### src/rtl/ov7670_pkg.sv
// Shared types and constants for the OV7670 capture path: FSM states, default
// geometry, RGB565 colour-bar palette and pixel struct.
package ov7670_pkg;

    typedef enum logic [1:0] {
        S_SYNC   = 2'd0,
        S_VBLANK = 2'd1,
        S_ACTIVE = 2'd2
    } state_t;

    localparam int unsigned IMG_W_DEF  = 320;
    localparam int unsigned IMG_H_DEF  = 240;
    localparam int unsigned ADDR_W_DEF = 17;
    localparam int unsigned PIX_W      = 16;

    typedef struct packed {
        logic [4:0] r;
        logic [5:0] g;
        logic [4:0] b;
    } rgb565_t;

    localparam logic [PIX_W-1:0] C_WHITE   = 16'hFFFF;
    localparam logic [PIX_W-1:0] C_YELLOW  = 16'hFFE0;
    localparam logic [PIX_W-1:0] C_CYAN    = 16'h07FF;
    localparam logic [PIX_W-1:0] C_GREEN   = 16'h07E0;
    localparam logic [PIX_W-1:0] C_MAGENTA = 16'hF81F;
    localparam logic [PIX_W-1:0] C_RED     = 16'hF800;
    localparam logic [PIX_W-1:0] C_BLUE    = 16'h001F;
    localparam logic [PIX_W-1:0] C_BLACK   = 16'h0000;

    // Colour of vertical bar idx, left to right
    function automatic rgb565_t bar_colour(input logic [2:0] idx);
        case (idx)
            3'd0:    return rgb565_t'(C_WHITE);
            3'd1:    return rgb565_t'(C_YELLOW);
            3'd2:    return rgb565_t'(C_CYAN);
            3'd3:    return rgb565_t'(C_GREEN);
            3'd4:    return rgb565_t'(C_MAGENTA);
            3'd5:    return rgb565_t'(C_RED);
            3'd6:    return rgb565_t'(C_BLUE);
            default: return rgb565_t'(C_BLACK);
        endcase
    endfunction

endpackage

### src/rtl/ov7670_sync_edge.sv
// Registers the camera bus once and derives vsync rise/fall and href fall
// against a second delay stage.
module ov7670_sync_edge (
    input  logic       clk,
    input  logic       reset_n,
    input  logic       vsync,
    input  logic       href,
    input  logic [7:0] data,
    output logic       href_d,
    output logic [7:0] data_d,
    output logic       vsync_rise_c,
    output logic       vsync_fall_c,
    output logic       href_fall_c
);

    logic vsync_d;
    logic vsync_q;
    logic href_q;

    always_ff @(posedge clk) begin
        if (!reset_n) begin
            vsync_d <= 1'b0;
            vsync_q <= 1'b0;
            href_d  <= 1'b0;
            href_q  <= 1'b0;
            data_d  <= '0;
        end else begin
            vsync_d <= vsync;
            vsync_q <= vsync_d;
            href_d  <= href;
            href_q  <= href_d;
            data_d  <= data;
        end
    end

    assign vsync_rise_c = vsync_d & ~vsync_q;
    assign vsync_fall_c = ~vsync_d & vsync_q;
    assign href_fall_c  = ~href_d & href_q;

endmodule

### src/rtl/ov7670_capture_memctrl.sv
// OV7670 RGB565 capture into a IMG_W x IMG_H frame buffer, one write per pixel.
// Optional colour-bar source behind OV7670_CAPTURE_TESTPATTERN_EN (adds test_en).
module ov7670_capture_memctrl
    import ov7670_pkg::*;
#(
    parameter int unsigned IMG_W  = IMG_W_DEF,
    parameter int unsigned IMG_H  = IMG_H_DEF,
    parameter int unsigned ADDR_W = ADDR_W_DEF
) (
    input  logic              clk,
    input  logic              reset_n,
    input  logic              vsync,
    input  logic              href,
    input  logic [7:0]        data,
`ifdef OV7670_CAPTURE_TESTPATTERN_EN
    input  logic              test_en,
`endif
    output logic              we,
    output logic [ADDR_W-1:0] wAddr,
    output logic [15:0]       wData,
    output logic              frame_done,
    output logic              frame_err
);

    localparam int unsigned XW = $clog2(IMG_W + 1);
    localparam int unsigned YW = $clog2(IMG_H + 1);

    logic              href_d;
    logic [7:0]        data_d;
    logic              vsync_rise;
    logic              vsync_fall;
    logic              href_fall;

    state_t            state, state_n;
    logic [XW-1:0]     x, x_n;
    logic [YW-1:0]     y, y_n;
    logic [ADDR_W-1:0] base, base_n;
    logic              phase, phase_n;
    logic [7:0]        upper, upper_n;
    logic              we_n, done_n, err_n;
    logic [ADDR_W-1:0] waddr_n;
    logic [15:0]       wdata_n;
    logic [15:0]       pixel;
    logic [YW-1:0]     y_sat;
    logic [YW-1:0]     y_end;

    ov7670_sync_edge u_sync (
        .clk          (clk),
        .reset_n      (reset_n),
        .vsync        (vsync),
        .href         (href),
        .data         (data),
        .href_d       (href_d),
        .data_d       (data_d),
        .vsync_rise_c (vsync_rise),
        .vsync_fall_c (vsync_fall),
        .href_fall_c  (href_fall)
    );

`ifdef OV7670_CAPTURE_TESTPATTERN_EN
    assign pixel = test_en ? 16'(bar_colour(3'((32'(x) * 32'd8) / IMG_W)))
                           : {upper, data_d};
`else
    assign pixel = {upper, data_d};
`endif

    // A line only counts once it produced at least one pixel
    assign y_sat = (y < YW'(IMG_H)) ? y + YW'(1) : y;
    assign y_end = (x != '0) ? y_sat : y;

    always_ff @(posedge clk) begin
        if (!reset_n) begin
            state      <= S_SYNC;
            x          <= '0;
            y          <= '0;
            base       <= '0;
            phase      <= 1'b0;
            upper      <= '0;
            we         <= 1'b0;
            wAddr      <= '0;
            wData      <= '0;
            frame_done <= 1'b0;
            frame_err  <= 1'b0;
        end else begin
            state      <= state_n;
            x          <= x_n;
            y          <= y_n;
            base       <= base_n;
            phase      <= phase_n;
            upper      <= upper_n;
            we         <= we_n;
            wAddr      <= waddr_n;
            wData      <= wdata_n;
            frame_done <= done_n;
            frame_err  <= err_n;
        end
    end

    always_comb begin
        state_n = state;
        x_n     = x;
        y_n     = y;
        base_n  = base;
        phase_n = phase;
        upper_n = upper;
        we_n    = 1'b0;
        waddr_n = wAddr;
        wdata_n = wData;
        done_n  = 1'b0;
        err_n   = 1'b0;

        case (state)
            S_SYNC: begin
                if (vsync_rise) state_n = S_VBLANK;
            end
            S_VBLANK: begin
                if (vsync_fall) begin
                    x_n     = '0;
                    y_n     = '0;
                    base_n  = '0;
                    phase_n = 1'b0;
                    state_n = S_ACTIVE;
                end
            end
            S_ACTIVE: begin
                if (vsync_rise) begin
                    done_n  = (y_end == YW'(IMG_H));
                    err_n   = (y_end != YW'(IMG_H));
                    state_n = S_VBLANK;
                end else if (href_fall) begin
                    if (x != '0) begin
                        y_n = y_sat;
                        if (y < YW'(IMG_H)) base_n = base + ADDR_W'(IMG_W);
                    end
                    x_n     = '0;
                    phase_n = 1'b0;
                end else if (href_d) begin
                    if (!phase) begin
                        upper_n = data_d;
                        phase_n = 1'b1;
                    end else begin
                        phase_n = 1'b0;
                        if (x < XW'(IMG_W)) begin
                            x_n = x + XW'(1);
                            if (y < YW'(IMG_H)) begin
                                we_n    = 1'b1;
                                waddr_n = base + ADDR_W'(x);
                                wdata_n = pixel;
                            end
                        end
                    end
                end
            end
            default: state_n = S_SYNC;
        endcase
    end

endmodule

### config.mk
export PLATFORM = sky130hd
export DESIGN_NAME = ov7670_capture_memctrl
export DESIGN_NICKNAME = d
export VERILOG_FILES = /design/src/rtl/ov7670_pkg.sv /design/src/rtl/ov7670_sync_edge.sv /design/src/rtl/ov7670_capture_memctrl.sv
export SDC_FILE = /design/constraint.sdc
export NUM_CORES = 1
export LEC_CHECK = 0
export CAP_MARGIN = 20
export CORE_MARGIN = 2
export CORE_UTILIZATION = 45
export CTS_CLUSTER_DIAMETER = 30
export DETAILED_ROUTE_END_ITERATION = 16
export GPL_TIMING_DRIVEN = 0
export PLACE_DENSITY = 0.78
export SYNTH_ARGS = -nofsm -noshare
export SYNTH_HDL_FRONTEND = slang
export SYNTH_SLANG_ARGS = --single-unit
### constraint.sdc
create_clock -name clk -period 5 [get_ports clk]
set_input_delay 0.75 -clock clk [delete_from_list [all_inputs] [get_ports clk]]
set_output_delay 0.75 -clock clk [all_outputs]
set_load 0.01 [all_outputs]
Yosys cells after proc, flatten, opt, wreduce, memory -nomap -nowiden
Index checks and enable logic that the tools add are counted.
{"block": "word_totals", "ramBits": 0, "elab_cells": 89, "latch_bits": 0, "romBits": 0, "n_memories": 0, "out_inout_bits": 36, "regBits": 93, "in_bits": 12}
{"block": "classes", "mux": 29, "magnitude_cmp": 2, "add_sub_neg": 4, "eq_ne": 13, "n_reduce_logical": 13, "multipliers": 0, "div": 0, "bitwise": 12, "shifts": 0}
{"op": "17-bit 2-to-1 mux", "n": 5}
{"op": "9-bit 2-to-1 mux", "n": 6}
{"op": "8-bit 2-to-1 mux", "n": 5}
{"op": "17-bit one-hot mux with 2 select lines", "n": 1}
{"op": "9-bit one-hot mux with 2 select lines", "n": 1}
{"op": "17-bit by 9-bit adder with 17-bit output", "n": 1}
{"op": "17-bit by 9-bit adder with 17-bit output, second input constant", "n": 1}
{"op": "8-bit one-hot mux with 2 select lines", "n": 1}
{"op": "6-bit AND reduction", "n": 2}
{"op": "9-bit by 1-bit adder with 9-bit output, second input constant", "n": 1}
{"op": "9-bit < comparator, second input constant", "n": 1}
{"op": "1-bit inverter", "n": 9}
{"op": "9-bit nonzero test", "n": 1}
{"op": "8-bit by 1-bit adder with 8-bit output, second input constant", "n": 1}
{"op": "8-bit == test, second input constant", "n": 1}
{"op": "8-bit < comparator, second input constant", "n": 1}
{"op": "2-bit != test, second input constant", "n": 4}
{"op": "8-bit != test, second input constant", "n": 1}
{"op": "4-bit AND reduction", "n": 2}
{"op": "7-bit AND reduction", "n": 1}
{"op": "7-bit OR reduction", "n": 1}
{"op": "1-bit 2-to-1 mux", "n": 6}
{"op": "3-bit != test, second input constant", "n": 2}
{"op": "5-bit AND reduction", "n": 1}
{"op": "13 further kinds", "n": 17}

Logic depth before layout (Yosys ltp)
Gate-level depths: netlist of run 1.
{"block": "depth", "ltp_word": 7, "depth_mapped": 8, "depth_no_buf": 7}

Hierarchy
Synthesis of run 1 repeated with hierarchy kept, for this count alone.
{"block": "unflattened", "cells_unflattened": 448, "hier_area_um2": 3987.6}
{"mod": "ov7670_capture_memctrl", "cells_per_inst": 420, "area_per_inst_um2": 3632.2, "seq_area_each_um2": 1501.4, "instances": 1}
{"mod": "ov7670_sync_edge", "cells_per_inst": 28, "area_per_inst_um2": 355.3, "seq_area_each_um2": 240.2, "instances": 1}

Least setup slack after synthesis of run 1
OpenSTA, ideal clock, no wires.
{"block": "synth_timing", "path_kind": "reg-to-reg", "startpoint": "reg x[0]", "endpoint": "reg base[11]", "path_stages_with_launch": 8, "t_required_ns": 4.928, "setup_slack_ns": 3.164, "synth_period_minus_slack_ns": 1.836, "setup_ns": 0.072, "arrival_time_ns": 1.764, "n_path_buf": 0, "cell_sequence": "dfxtp_1 inv_1 ha_1 or4b_4 o21ai_4 a21o_4 or4_1 a21oi_1"}
{"block": "synth_between", "elab_chain_cells": 3}
{"element": "from (decl)", "line_no": "ov7670_capture_memctrl.sv:35", "source": "logic [XW-1:0] x, x_n;"}
{"element": "from (signal assigned)", "line_no": "ov7670_capture_memctrl.sv:86", "source": "x <= x_n;"}
{"element": "9-bit nonzero test", "line_no": "ov7670_capture_memctrl.sv:131", "source": "if (x != '0) begin"}
{"element": "2-bit != test (no line)"}
{"element": "6-bit AND reduction (no line)"}
{"element": "to (signal assigned)", "line_no": "ov7670_capture_memctrl.sv:88", "source": "base <= base_n;"}
{"element": "to (decl)", "line_no": "ov7670_capture_memctrl.sv:37", "source": "logic [ADDR_W-1:0] base, base_n;"}
No other way between the ends.
A chain may end at the register's enable or synchronous reset.

Final worst setup path of run 1
{"block": "layout_timing", "startpoint": "reg y[5]", "endpoint": "reg wAddr[3]"}
{"block": "layout_between", "elab_chain_cells": 2}
{"element": "from (decl)", "line_no": "ov7670_capture_memctrl.sv:36", "source": "logic [YW-1:0] y, y_n;"}
{"element": "from (signal assigned)", "line_no": "ov7670_capture_memctrl.sv:87", "source": "y <= y_n;"}
{"element": "8-bit < comparator", "line_no": "ov7670_capture_memctrl.sv:145", "source": "if (y < YW'(IMG_H)) begin"}
{"element": "7-bit AND reduction (no line)"}
{"element": "to (signal assigned)", "line_no": "ov7670_capture_memctrl.sv:92", "source": "wAddr <= waddr_n;"}
{"element": "to (decl)", "line_no": "ov7670_capture_memctrl.sv:19", "source": "output logic [ADDR_W-1:0] wAddr,"}
No other way between the ends.

==> results of run 1 <==
==> final timing paths <==
check                                                  from               endpoint  cells after the start
worst max register to register            y[5]$_SDFFE_PN0P_  wAddr[3]$_SDFFE_PN0P_                      8
worst min register to register  u_sync.data_d[5]$_SDFF_PN0_  wData[5]$_SDFFE_PN0P_                      2
worst max-delay path                      y[5]$_SDFFE_PN0P_  wAddr[3]$_SDFFE_PN0P_                      8
worst min-delay path            u_sync.data_d[5]$_SDFF_PN0_  wData[5]$_SDFFE_PN0P_                      2
==> layout make-up <==
cell class,count,area share (%)
Clock inverter,7,1.360
Multi-Input combinational cell,316,42.48
Sequential cell,87,37.86
Buffer,22,2.339
Clock buffer,9,2.692
Inverter,5,0.4079
Tap cell,105,2.856
Timing Repair Buffer,46,10.01
==> cells in the final DEF, fill, tap and decap left out, types with 11 or more instances in the layout <==
| cell type | netlist | layout |
|---|---|---|
| nand2_1 | 61 | 61 |
| clkbuf_1 | 15 | 15 |
| clkdlybuf4s50_1 | 0 | 46 |
| and2_1 | 16 | 16 |
| o21ai_0 | 12 | 12 |
| xor2_1 | 11 | 11 |
| dfxtp_1 | 87 | 87 |
| mux2i_1 | 12 | 12 |
| nor2_1 | 45 | 45 |
| a21oi_1 | 38 | 38 |
==> report_power, final <==
group,switching [mW],internal [mW]
registers,0.00452,0.698
clock network,0.279,0.191
logic,0.0204,0.0148
==> flip-flops by register name, summed over array words and instances, names as in the netlist, 2 cells and up <==
register and cells:
wAddr 17, wData 16, base 11, x 9, u_sync.data_d 8, upper 8, y 8, state 2
==> per-layer routing <==
layer / vias to the layer above / part of all wire, % / wire (µm)
met3: 18 / 5.9 / 516
met2: 99 / 47 / 4077
met5: - / 0 / 0
met4: 0 / 2.5 / 215
met1: 1515 / 45 / 3923
li1: 1630 / - / -
==> per-stage QoR <==
step / worst slack, ns / utilization (%) / cells
finish: 2.872 / 55.99 / 597
global route: 2.670 / 55.99 / 597
CTS: 2.892 / 55.99 / 597
detailed placement: 2.922 / 53.72 / 581
global placement: 3.013 / 53.72 / 581
floorplan: 3.164 / - / 430
==> cell families (layout without fill, tap and decap cells) <==
family / Yosys count / after routing / synth area share [%]
AO/OA/AOI/OAI: 92 / 92 / 15.35
XOR/XNOR: 21 / 21 / 4.812
adder cells (fa/ha/maj): 8 / 8 / 2.619
buffers and inverters: 27 / 89 / 3.306
flip-flops: 87 / 87 / 45.56
multiplexers: 13 / 13 / 3.535
other: 1 / 1 / 0.09811
AND/OR/NAND/NOR: 181 / 181 / 24.71
==> critical path, stage by stage, from the launching register on <==
cell and delay, ns:
dfxtp_1 0.31, buf_2 0.17, nand4_2 0.25, nand4_1 0.21, or2_2 0.13, clkbuf_1 0.23, clkbuf_1 0.45, nand2_1 0.12
a21oi_1 0.17
==> impl_metrics.ini, run 1 <==
[floorplanning]
core_mm2 = 0.008217
die_x_um = 96.17
die-area_mm2 = 0.009248
rows = 33
die-height_um = 96.17
start_util_pct = 46.52
num_io_pins = 48

[drt]
first_iter_violations = 141
vias_per_cell = 5.464
routedWlPerCell_um = 14.63
first_pass_iters = 4
drc = 0
wl_mm = 8.732
dr_total_vias = 3262
postRouteAntennaNets = 0

[grt]
grt_usage_pct = 19.93
antenna_found_initial = 0
gr-usage-met1_pct = 24.89
grt.busiest_layer = met2
overflow = 0
grt_pass1_wl_mm = 14.24
met2_usage_pct = 32.58
grt_pass1_vias = 3096
grt_start_max_net_pins = 18
met3_usage_pct = 4.542

[min_path]
hold_path.class = reg -> reg

[critical_path]
crit_path_start_kind = flip-flop
cp_max_fo = 10
criticalPathCategory = reg -> reg
cp.required_ns = 5.29
arrival_ns = 2.42
reg2reg_slack_ns = 2.87
cp-end-kind = flip-flop

[sta]
slew_violations = 0
fmax_mhz = 469.9
timing.hold.ws_ns = 0.4561
period_needed_ns = 2.128
hold_viol = 0
rsz0062_at_grt = false
post-route-period-util_pct = 42.56
setup_viol = 0
fin_skew_ns = 0.01036
relSlewSlack_pct = 55.25
fin_setup_tns_ns = 0
tightest_slew_ns = 0.6667

[final_layout]
multiInputGateArea_mm2 = 0.001954
fill_cells = 732
final_layout_size_suffix_gt1_share_pct = 8.333
final_area_mm2 = 0.004601
seqCellArea_mm2 = 0.001742
syn2layout_area_growth_pct = 20.36
antenna_cells = 0
nets = 507

[pwr]
powerDensity_mw_per_mm2 = 262.6
p_leak_nw = 1.653
finalPower_mw = 1.208
vdd_drop_max_uv = 128.7

[clocking]
ctsHoldBuffers = 0
cts_setup_buffers = 0
worstSkewPairLatency_ns = 0.36
clockBufferDepth = 2
clkTransAtPathRegs_ns = 0.10
root_buffer = clkbuf_8
cts_resized = 0
cts_sinks = 87
cts_tree = built
cts_buffers = 9
htreeDepth = 3

[yosys]
synth_area_leaders = dfxtp_1 46%, nand2_1 6.0%, a21oi_1 5.0%
yosysTopAreaCellShare_pct = 45.56
ys_top_cells_by_count = 87 x dfxtp_1, 61 x nand2_1, 45 x nor2_1
syn_inst = 430
async_flop_share_pct = 0
netlist_area_mm2 = 0.003822
yosysTopAreaCell = dfxtp_1
yosysMostFrequentCell = dfxtp_1
ys_warn_count = 0
synth-main-ff-cell = dfxtp_1
ys_ff_latch = 87
syn_nets = 450
seq_area_frac_synth_pct = 45.56
synth_cell_types = 61
synth_edf_count = 0
syn_avg_cell_area_um2 = 8.889

[placement]
hpwl_mm = 6.379
post_dp_cell_area_mm2 = 0.004414
routabilityCongestion = 0.8769
io_buffers = 46

[run_status]
outcome = complete, no violations

[run]
drv_cap = 0
(Power assumes the default switching activity.)
==> run 2, diff against run 1 <==
--- a/config.mk
+++ b/config.mk
@@ -11,7 +11,7 @@
 export CTS_CLUSTER_DIAMETER = 30
 export DETAILED_ROUTE_END_ITERATION = 16
 export GPL_TIMING_DRIVEN = 0
-export PLACE_DENSITY = 0.78
+export PLACE_DENSITY = 0.8
 export SYNTH_ARGS = -nofsm -noshare
 export SYNTH_HDL_FRONTEND = slang
 export SYNTH_SLANG_ARGS = --single-unit
==> constraint.sdc (replaced) <==
create_clock -name clk -period 1.85 [get_ports clk]
set_input_delay 0.2775 -clock clk [delete_from_list [all_inputs] [get_ports clk]]
set_output_delay 0.2775 -clock clk [all_outputs]
set_load 0.01 [all_outputs]
==> impl_metrics.ini, run 2 (synthesis results as in run 1) <==
[critical_path]
criticalPathCategory = reg -> reg
cp-end-kind = flip-flop
cp_max_fo = 5
worstReg2RegStart = x[0]$_SDFFE_PN0P_
cp.required_ns = 2.15
arrival_ns = 2.24
critPathLaunch = x[0]$_SDFFE_PN0P_
crit_path_start_kind = flip-flop

[grt]
antenna_found_initial = 0
grt_pass1_wl_mm = 15.21
grt_pass1_vias = 3295
overflow = 0
grt_start_max_net_pins = 17
grt_usage_pct = 21.14

[sta]
relSlewSlack_pct = 50.60
rsz0062_at_grt = true
tightest_slew_ns = 0.7411
hold_viol = 0
slew_violations = 0
fmax_mhz = 514.5
post-route-period-util_pct = 105.1
layout_setup_ws_ns = -0.09378
setup_viol = 8
timing.hold.ws_ns = 0.3315
fin_skew_ns = 0.01471
period_needed_ns = 1.944

[final_layout]
nets = 525
final_common_cell = dfxtp_1
reg_top3 = wAddr x17, wData x16, base x11
utilization_pct = 60.90
layout.cells.non_filler = 615
syn2layout_area_growth_pct = 30.90
fill_cells = 656
top_register = wAddr
final_layout_size_suffix_gt1_share_pct = 20.39
antenna_cells = 0
most-common-layout-cells = 74 x dfxtp_1, 61 x nand2_1, 46 x clkdlybuf4s50_1
largest_reg_flops = 17

[drt]
first_pass_iters = 5
drc = 0
dr_total_vias = 3501
routedWlPerCell_um = 16.03
wl_mm = 9.857
first_iter_violations = 156
postRouteAntennaNets = 0
vias_per_cell = 5.693

[floorplanning]
rows = 33
core_mm2 = 0.008217
die-area_mm2 = 0.009248
die_x_um = 96.17
die-height_um = 96.17
num_io_pins = 48
start_util_pct = 46.52

[placement]
place_inst = 581
hpwl_mm = 6.379
routabilityCongestion = 0.8463
io_buffers = 46
post-place-ws_ns = -0.1871

[clocking]
cts_sinks = 87
root_buffer = clkbuf_8
cts_tree = built
htreeDepth = 3
clockBufferDepth = 2
clkTransAtPathRegs_ns = 0.09
cts_buffers = 9
worstSkewPairLatency_ns = 0.37

[pwr]
vdd_drop_max_uv = 429.2
p_leak_nw = 1.821
finalPower_mw = 3.383
powerDensity_mw_per_mm2 = 676.0

[run_status]
outcome = finished, violations left
violations = negative setup slack

[run]
drv_cap = 0

[min_path]
min_from = reset_n
hold_path.class = in -> reg
==> run 2: cell count changes in the layout (fill, tap and decap cells not counted), sizes merged <==
cell	delta
buf	+22
bufinv	+1
clkbuf	-4
clkinv	+1
clkinvlp	-1
inv	-1
==> run 2: path summary, 6_finish.rpt <==
kind | slack [ns] | depth (start not counted) | end
hold / removal | 0.33 | 3 | wAddr[10]$_SDFFE_PN0P_
setup / recovery | -0.09 | 8 | base[16]$_SDFFE_PN0P_
hold reg to reg | 0.45 | 2 | wData[10]$_SDFFE_PN0P_
setup reg to reg | -0.09 | 8 | base[16]$_SDFFE_PN0P_
==> run 2: stage by stage <==
| stage | setup TNS, ns | cell area (µm²) |
|---|---|---|
| finish | -0.3225 | 5004 |
| global route | -1.609 | 5004 |
| CTS | -0.1215 | 4826 |
| detailed placement | -5.266 | 4414 |
| global placement | -3.471 | 4414 |
| floorplan | 0 | 3822 |
==> run 2: final cells by class <==
type	count	area, µm²	area share, %
multi-input combinational	316	2127	42.51
sequential	87	1760	35.18
timing repair buffer	65	635.6	12.70
tap	105	131.4	2.626
buffer	21	127.6	2.551
clock buffer	9	123.9	2.476
clock inverter	7	78.83	1.575
inverter	5	18.77	0.3751
==> run 2: metal layers <==
metal | up-vias | GRT usage (%) | part of all wire (%)
met4 | 0 | 10.48 | 2.5
met2 | 142 | 36.75 | 50
met5 | - | 0 | 0
li1 | 1659 | - | -
met1 | 1678 | 24.98 | 42
met3 | 22 | 3.602 | 5.2
==> run 2: power by group <==
group | internal (mW) | switching (mW)
clock | 0.641 | 0.735
combinational | 0.0457 | 0.0608
sequential | 1.89 | 0.0137
==> run 2: worst max-delay path: stages, from the launching register on <==
cell     delay (ns)
dfxtp_2        0.35
inv_2          0.05
ha_4           0.15
or4b_4         0.22
o21ai_4        0.07
a21o_4         0.26
buf_6          0.13
or4_4          0.51
a21oi_2        0.14
==> run 2: repair_timing <==
action / CTS / global route
endpoints found under the setup margin: 57 / 62
gates cloned: 1 / 0
hold buffers: 0 / 0
gates resized for setup: 29 / 40
pin swaps: 16 / 16
buffers inserted: 11 / 8
==> run 3, diff against run 2 <==
--- a/config.mk
+++ b/config.mk
@@ -11,6 +11,7 @@
 export CTS_CLUSTER_DIAMETER = 30
 export DETAILED_ROUTE_END_ITERATION = 16
 export GPL_TIMING_DRIVEN = 0
+export MAX_ROUTING_LAYER = met4
 export PLACE_DENSITY = 0.8
 export SYNTH_ARGS = -nofsm -noshare
 export SYNTH_HDL_FRONTEND = slang
==> impl_metrics.ini, run 3 (synthesis results as in run 1) <==
[final_layout]
nets = 525
reg_top3 = wAddr x17, wData x16, base x11
antenna_cells = 0
seqCellArea_mm2 = 0.001760
top_register = wAddr
syn2layout_area_growth_pct = 30.90
most-common-layout-cells = 74 x dfxtp_1, 61 x nand2_1, 46 x clkdlybuf4s50_1
final_area_mm2 = 0.005004
final_layout_size_suffix_gt1_share_pct = 20.39
layout.cells.non_filler = 615
largest_reg_flops = 17
multiInputGateArea_mm2 = 0.002127
fill_cells = 656
final_common_cell = dfxtp_1

[critical_path]
cpPeakStageDelay_ns = 0.51
reg2reg_slack_ns = -0.08
cp.required_ns = 2.15
worstReg2RegStart = x[0]$_SDFFE_PN0P_
cp-end-kind = flip-flop
cp_max_fo = 5
path_cells = inv_2, ha_4, or4b_4, o21ai_4, a21o_4, buf_6, or4_4, a21oi_2
criticalPathCategory = reg -> reg
reg2reg_depth = 8
arrival_ns = 2.24
crit_slowest_cell = or4_4
r2r-end = base[16]$_SDFFE_PN0P_
crit_path_start_kind = flip-flop

[sta]
timing.hold.ws_ns = 0.3299
relSlewSlack_pct = 50.94
setup_viol = 8
rsz0062_at_grt = true
fin_skew_ns = 0.01436
hold_viol = 0
slew_violations = 0
fmax_mhz = 516.9
period_needed_ns = 1.935
tightest_slew_ns = 0.7359
layout_setup_ws_ns = -0.08478
post-route-period-util_pct = 104.6

[floorplanning]
rows = 33
core_mm2 = 0.008217
start_util_pct = 46.52
num_io_pins = 48
die-height_um = 96.17
die_x_um = 96.17
die-area_mm2 = 0.009248

[run_status]
violations = negative setup slack
outcome = finished, violations left

[placement]
post_dp_cell_area_mm2 = 0.004414
place_inst = 581
routabilityCongestion = 0.8597
io_buffers = 46
hpwl_mm = 6.379

[pwr]
powerDensity_mw_per_mm2 = 677.2
p_leak_nw = 1.821
vdd_drop_max_uv = 428.5

[clocking]
clkTransAtPathRegs_ns = 0.10
cts_buffers = 9
htreeDepth = 3
root_buffer = clkbuf_8
cts_tree = built
cts_sinks = 87
worstSkewPairLatency_ns = 0.36
ctsHoldBuffers = 0
clockBufferDepth = 2

[grt]
grt_pass1_wl_mm = 15.19
overflow = 0
antenna_found_initial = 0
grt_usage_pct = 21.69
grt_pass1_vias = 3288
grt_start_max_net_pins = 17

[run]
drv_cap = 0

[drt]
drc = 0
first_iter_violations = 155
postRouteAntennaNets = 0
wl_mm = 9.857
routedWlPerCell_um = 16.03
first_pass_iters = 5
vias_per_cell = 5.694
dr_total_vias = 3502

[min_path]
min_delay_path_depth = 3
hold_path.class = in -> reg
hold_end = wAddr[10]$_SDFFE_PN0P_
min_from = reset_n
==> run 3: cell counts in the layout (fill, tap and decap cells not counted) <==
No cell type changed its count.
==> run 3: per-stage QoR <==
step / setup WS [ns] / TNS, ns / util [%] / power [mW]
2_1_floorplan: 0.01386 / 0 / - / 1.992
3_3_place_gp: -0.1348 / -3.471 / 53.72 / 2.035
3_5_place_dp: -0.1871 / -5.266 / 53.72 / 2.039
4_1_cts: -0.04306 / -0.1215 / 58.73 / 3.380
5_1_grt: -0.1405 / -1.606 / 60.90 / 3.465
6_report: -0.08478 / -0.3017 / 60.90 / 3.388
==> run 3: final cells by class <==
cell class | count | area share [%]
multi-input combinational | 316 | 42.51
sequential | 87 | 35.18
timing repair buffer | 65 | 12.70
tap | 105 | 2.626
buffer | 21 | 2.551
clock buffer | 9 | 2.476
clock inverter | 7 | 1.575
inverter | 5 | 0.3751
==> run 3: what timing repair did <==
action	4_1_cts	5_1_grt
buffers inserted	11	8
pin swaps	16	16
cloned	1	0
gates resized for setup	29	40
setup endpoints to repair	57	62
==> run 3: routing by layer <==
layer	vias up	global-route usage [%]	part of all wire [%]
li1	1660	-	-
met1	1690	25.02	42
met2	129	36.75	50
met3	23	3.054	4.7
met4	0	10.83	2.6
met5	-	-	0
==> run 3: power breakdown <==
group | total, mW | internal, mW | switching [mW]
Clock | 1.38 | 0.641 | 0.740
Combinational | 0.106 | 0.0457 | 0.0608
Sequential | 1.90 | 1.89 | 0.0137
Total | 3.39 | 2.57 | 0.815
==> run 3: worst max-delay path by stage <==
stage / startpoint / to / slack (ns) / depth (start not counted)
6_report: x[0]$_SDFFE_PN0P_ / base[16]$_SDFFE_PN0P_ / -0.08 / 8
5_1_grt: state[1]$_SDFFE_PN0P_ / base[16]$_SDFFE_PN0P_ / -0.14 / 7
4_1_cts: x[0]$_SDFFE_PN0P_ / base[16]$_SDFFE_PN0P_ / -0.04 / 8
3_5_place_dp: x[7]$_SDFFE_PN0P_ / wAddr[12]$_SDFFE_PN0P_ / -0.19 / 6
3_3_place_gp: x[7]$_SDFFE_PN0P_ / wAddr[12]$_SDFFE_PN0P_ / -0.13 / 6
2_1_floorplan: x[0]$_SDFFE_PN0P_ / base[11]$_SDFFE_PN0P_ / 0.01 / 7
==> run 3: critical path: cells and delay by family, from the launching register on <==
kind / cells / cell delay, ns
adders and majority gates: 1 / 0.15
and+or+nand+nor: 2 / 0.72
buffers and inverters: 2 / 0.18
DFF: 1 / 0.35
AOI/OAI and AO/OA: 3 / 0.47
